==> src/rtl/spi_input_conditioner.sv <==
// Synchronizes and glitch-filters the raw SPI pins (sclk, cs, mosi) and emits registered edge pulses.
// Define CS_GATE_EN to suppress sclk edge pulses while chip-select is deasserted.

module spi_input_conditioner #(
    parameter int unsigned WAITTIME = 3,
    parameter int unsigned CNT_W    = 3
) (
    input  logic clk,
    input  logic rst_n,
    input  logic sclk_in,
    input  logic cs_in,
    input  logic mosi_in,
    output logic sclk_cond,
    output logic sclk_pos,
    output logic sclk_neg,
    output logic cs_cond,
    output logic cs_fall,
    output logic cs_rise,
    output logic mosi_cond
);

    // Channel bit order is {mosi, cs, sclk}; cs idles high (deselected).
    localparam logic [2:0]       RST_VAL = 3'b010;
    localparam logic [CNT_W-1:0] CNT_MAX = CNT_W'(WAITTIME);

    logic [2:0]            raw;
    logic [2:0]            sync0_q;
    logic [2:0]            sync1_q;
    logic [2:0]            cond_q;
    logic [2:0]            cond_d;
    logic [2:0]            chg;
    logic [2:0][CNT_W-1:0] cnt_q;
    logic [2:0][CNT_W-1:0] cnt_d;
    // {cs_rise, cs_fall, sclk_neg, sclk_pos}
    logic [3:0]            pulse_q;
    logic [3:0]            pulse_d;
    logic                  sclk_gate;

    assign raw = {mosi_in, cs_in, sclk_in};

    always_ff @(posedge clk or negedge rst_n) begin
        if (!rst_n) begin
            sync0_q <= RST_VAL;
            sync1_q <= RST_VAL;
            cond_q  <= RST_VAL;
            cnt_q   <= '0;
            pulse_q <= '0;
        end else begin
            sync0_q <= raw;
            sync1_q <= sync0_q;
            cond_q  <= cond_d;
            cnt_q   <= cnt_d;
            pulse_q <= pulse_d;
        end
    end

    // A level is accepted only after WAITTIME+1 consecutive disagreeing samples;
    // any agreeing sample restarts the window.
    always_comb begin
        cond_d = cond_q;
        cnt_d  = '0;
        chg    = '0;
        for (int i = 0; i < 3; i++) begin
            if (sync1_q[i] != cond_q[i]) begin
                if (cnt_q[i] == CNT_MAX) begin
                    cond_d[i] = sync1_q[i];
                    chg[i]    = 1'b1;
                end else begin
                    cnt_d[i] = cnt_q[i] + 1'b1;
                end
            end
        end
    end

`ifdef CS_GATE_EN
    assign sclk_gate = cond_q[1];
`else
    assign sclk_gate = 1'b0;
`endif

    always_comb begin
        pulse_d    = '0;
        pulse_d[0] = chg[0] &  sync1_q[0] & ~sclk_gate;
        pulse_d[1] = chg[0] & ~sync1_q[0] & ~sclk_gate;
        pulse_d[2] = chg[1] & ~sync1_q[1];
        pulse_d[3] = chg[1] &  sync1_q[1];
    end

    assign sclk_cond = cond_q[0];
    assign cs_cond   = cond_q[1];
    assign mosi_cond = cond_q[2];
    assign sclk_pos  = pulse_q[0];
    assign sclk_neg  = pulse_q[1];
    assign cs_fall   = pulse_q[2];
    assign cs_rise   = pulse_q[3];

endmodule

==> config.mk <==
export PLATFORM = sky130hd
export DESIGN_NAME = spi_input_conditioner
export DESIGN_NICKNAME = d
export VERILOG_FILES = /design/src/rtl/spi_input_conditioner.sv
export SDC_FILE = /design/constraint.sdc
export NUM_CORES = 1
export LEC_CHECK = 0
export BUFFER_PORTS_ARGS = -buffer_cell sky130_fd_sc_hd__buf_2
export CAP_MARGIN = 20
export CORE_UTILIZATION = 50
export DETAILED_ROUTE_END_ITERATION = 10
export GPL_TIMING_DRIVEN = 0
export PLACE_DENSITY = 0.75
export RECOVER_POWER = 100
export SYNTH_ARGS = -nofsm -noshare
export SYNTH_HDL_FRONTEND = slang
export SYNTH_SLANG_ARGS = --single-unit
export TNS_END_PERCENT = 30
==> constraint.sdc <==
create_clock -name clk -period 1.7 [get_ports clk]
set_clock_uncertainty 0.15 [all_clocks]
set_input_delay 0.17 -clock clk [delete_from_list [all_inputs] [get_ports clk]]
set_output_delay 0.17 -clock clk [all_outputs]
set_load 0.01 [all_outputs]
==> run summary <==
=====================================================================================
Final number of max-transition violations                                           0
Maximum buffer depth of the clock tree                                              2
Detailed router's first-iteration violation count                                   1
Leakage dissipation                                                       0.000419 uW
Resize count post-CTS                                                               0
Part of the Yosys area used for sequential elements                             70.2%
Max frequency                                                                 721 MHz
Worst setup path category                                                     reg2out
Clock-pin slew of the registers on the worst-case setup and hold paths        0.11 ns
Cell area after technology mapping                                          790 sq um
Vias in the first global route                                                    415
Slowest stage delay, CP                                                       0.60 ns
Worst Setup Slack, final                                                     0.313 ns
Setup Slack @ Placement                                                      0.374 ns
Critical path peak fanout                                                           5
Max IR drop VDD                                                              0.723 mV
Type of destination of the critical path                                 primary output
Post-detailed-routing wire length                                              896 um
Final cycle utilization of the critical path                                    81.6%
Final critical delay including setup and external delays                      1.39 ns
P&R area growth vs syn                                                          15.4%
Post-layout nets                                                                   75
WP data required                                                              1.38 ns
Hold violation count in the final report                                            0
Site row count                                                                     13
Diode insertion count for antenna repair                                            0
Post-Syn Nets                                                                      55
Vias per cell                                                                    4.83
Post-route DRC                                                                      0
GRT Residual Overflow                                                               0
Number of storage elements in the synthesis netlist                                22
Syn_area_per_cell                                                          16.8 sq um
Initial antenna violation count                                                     0
Overall power consumption                                                     1270 uW
Actual transition at the worst max-transition pin                            0.513 ns
Cell type of the slowest stage on the worst timing path                       dfstp_1
Worst path arrival time                                                       1.07 ns
Number of setup buffers added after CTS                                             0
Clk_lat worst skew                                                            0.30 ns
Buffers on Ports                                                                   11
Wire length of the first global-routing pass                                  1.64 mm
Wirelength per Cell                                                           11.1 um
Pin count of the biggest net entering global routing                               23
Worst relative slew slack                                                       65.8%
Global Route Usage Sum                                                          12.5%
CP cell instances                                                            clkbuf_1
Initial standard-cell utilization of the core                                   57.1%
Sum of negative setup slack                                                      0 ns
Clock tree from TritonCTS                                                       built
Hold buffer count at CTS                                                            4
Height of the die                                                             41.7 um
Via total after detailed routing                                                  391
Total setup violations reported at the end of the flow                              0
Number of H-tree branching levels                                                   1
Classification of the worst-slack hold path                                  in2async
Yosys cell types                                                                   11
Die outline area                                                           1740 sq um
Startpoint Class                                                             register
Fraction of layout cells with a size suffix above 1                             21.2%
Area of the core                                                           1380 sq um
Clock buffer count from CTS                                                         3
PwrDens                                                                  1390 nW/um^2
Synth warn                                                                          0
Number of detailed-route iterations in the first pass                               2
Sink Count                                                                         22
Number of ports placed on the die boundary                                         12
CTS root buf                                                                 clkbuf_4
Gate family responsible for the most delay along the worst path            flip-flops
Count of buffer and inverter cells on the critical path                             1
Final antenna-violating net count                                                   0
Synthesized netlist cell count                                                     47
Unrepaired setup endpoints after global routing                                 false
Max-cap viol count                                                                  0
Die W                                                                         41.7 um
Gpl congestion                                                                  0.621
Sum of net half-perimeters after detailed placement                            616 um
Result of the run                                                        finished, final reports clean
=====================================================================================
-- state kept, by name (all words and copies together) (netlist names) --
signal / flops
sync0_q: 3
sync1_q: 3
pulse_q: 4
cond_q: 3
cnt_q: 9
-- final cells by class --
type	count	area, sq um
clock buffers	4	36.3
fillers	106	472
multi-input cells	25	215
flip-flops and latches	22	554
well taps	15	18.8
repair buffers	15	86.3
-- stage by stage --
step / hold slack [ns] / instances / utilization, % / instance area (sq um)
6_report: 0.213 / 81 / 65.9 / 911
5_1_grt: 0.218 / 81 / 65.9 / 911
4_1_cts: 0.201 / 81 / 68.0 / 940
3_5_place_dp: 0.00184 / 73 / 62.4 / 863
3_3_place_gp: -0.00347 / 73 / 62.4 / 863
2_1_floorplan: -0.276 / 47 / - / 790
-- cells in the final DEF, fill, tap and decap left out, drive strengths merged, types with 3 or more instances in the layout --
master,n
buf,3
dfstp,3
clkbuf,12
ha,3
mux2,3
xnor2,3
dfrtp,19
dlygate4sd3,4
nor3b,9
-- routing by layer --
layer  GRT usage (%)  vias up  share of wire (%)
met3            2.61        0                3.3
met5               0        -                  0
met1            15.8      186                 51
li1                -      197                  -
met4            7.74        0                  0
met2            19.7        8                 45
-- final timing paths --
path | to | from | cells past startpoint | slack, ns
worst min-delay path | cnt_q[7] | rst_n | 2 | 0.21
worst min register to register | sync1_q[2] | sync0_q[2] | 0 | 0.21
worst max register to register | cond_q[0] | cnt_q[0] | 3 | 0.32
max in group asynchronous | sync0_q[1] | rst_n | 2 | 0.83
worst max-delay path | cs_cond | cond_q[1] | 1 | 0.31
min in group clk | sync1_q[2] | sync0_q[2] | 0 | 0.21
-- kinds of logic after synthesis --
logic type               Yosys count  synth area share (%)
adder cells (fa/ha/maj)            3                  4.75
XOR/XNOR                           3                  3.33
AND/OR/NAND/NOR                   16                  17.4
multiplexers                       3                  4.28
flip-flops                        22                  70.2
-- cell usage after synthesis --
cell	instances	area [sq um]
dfrtp_1	19	475
nor2b_1	1	6.26
nor3_1	1	5.00
nand2b_4	2	27.5
mux2_2	3	33.8
nor2b_4	1	13.8
ha_1	3	37.5
nor3b_1	9	67.6
dfstp_2	3	78.8
and3b_1	2	17.5
xnor2_1	3	26.3
-- power breakdown --
group          internal [uW]  switching, uW  total, uW
Clock                    131            145        275
Combinational            154            129        283
Sequential               636           71.0        707
Total                    921            345       1270
(Power assumes the default switching activity.)
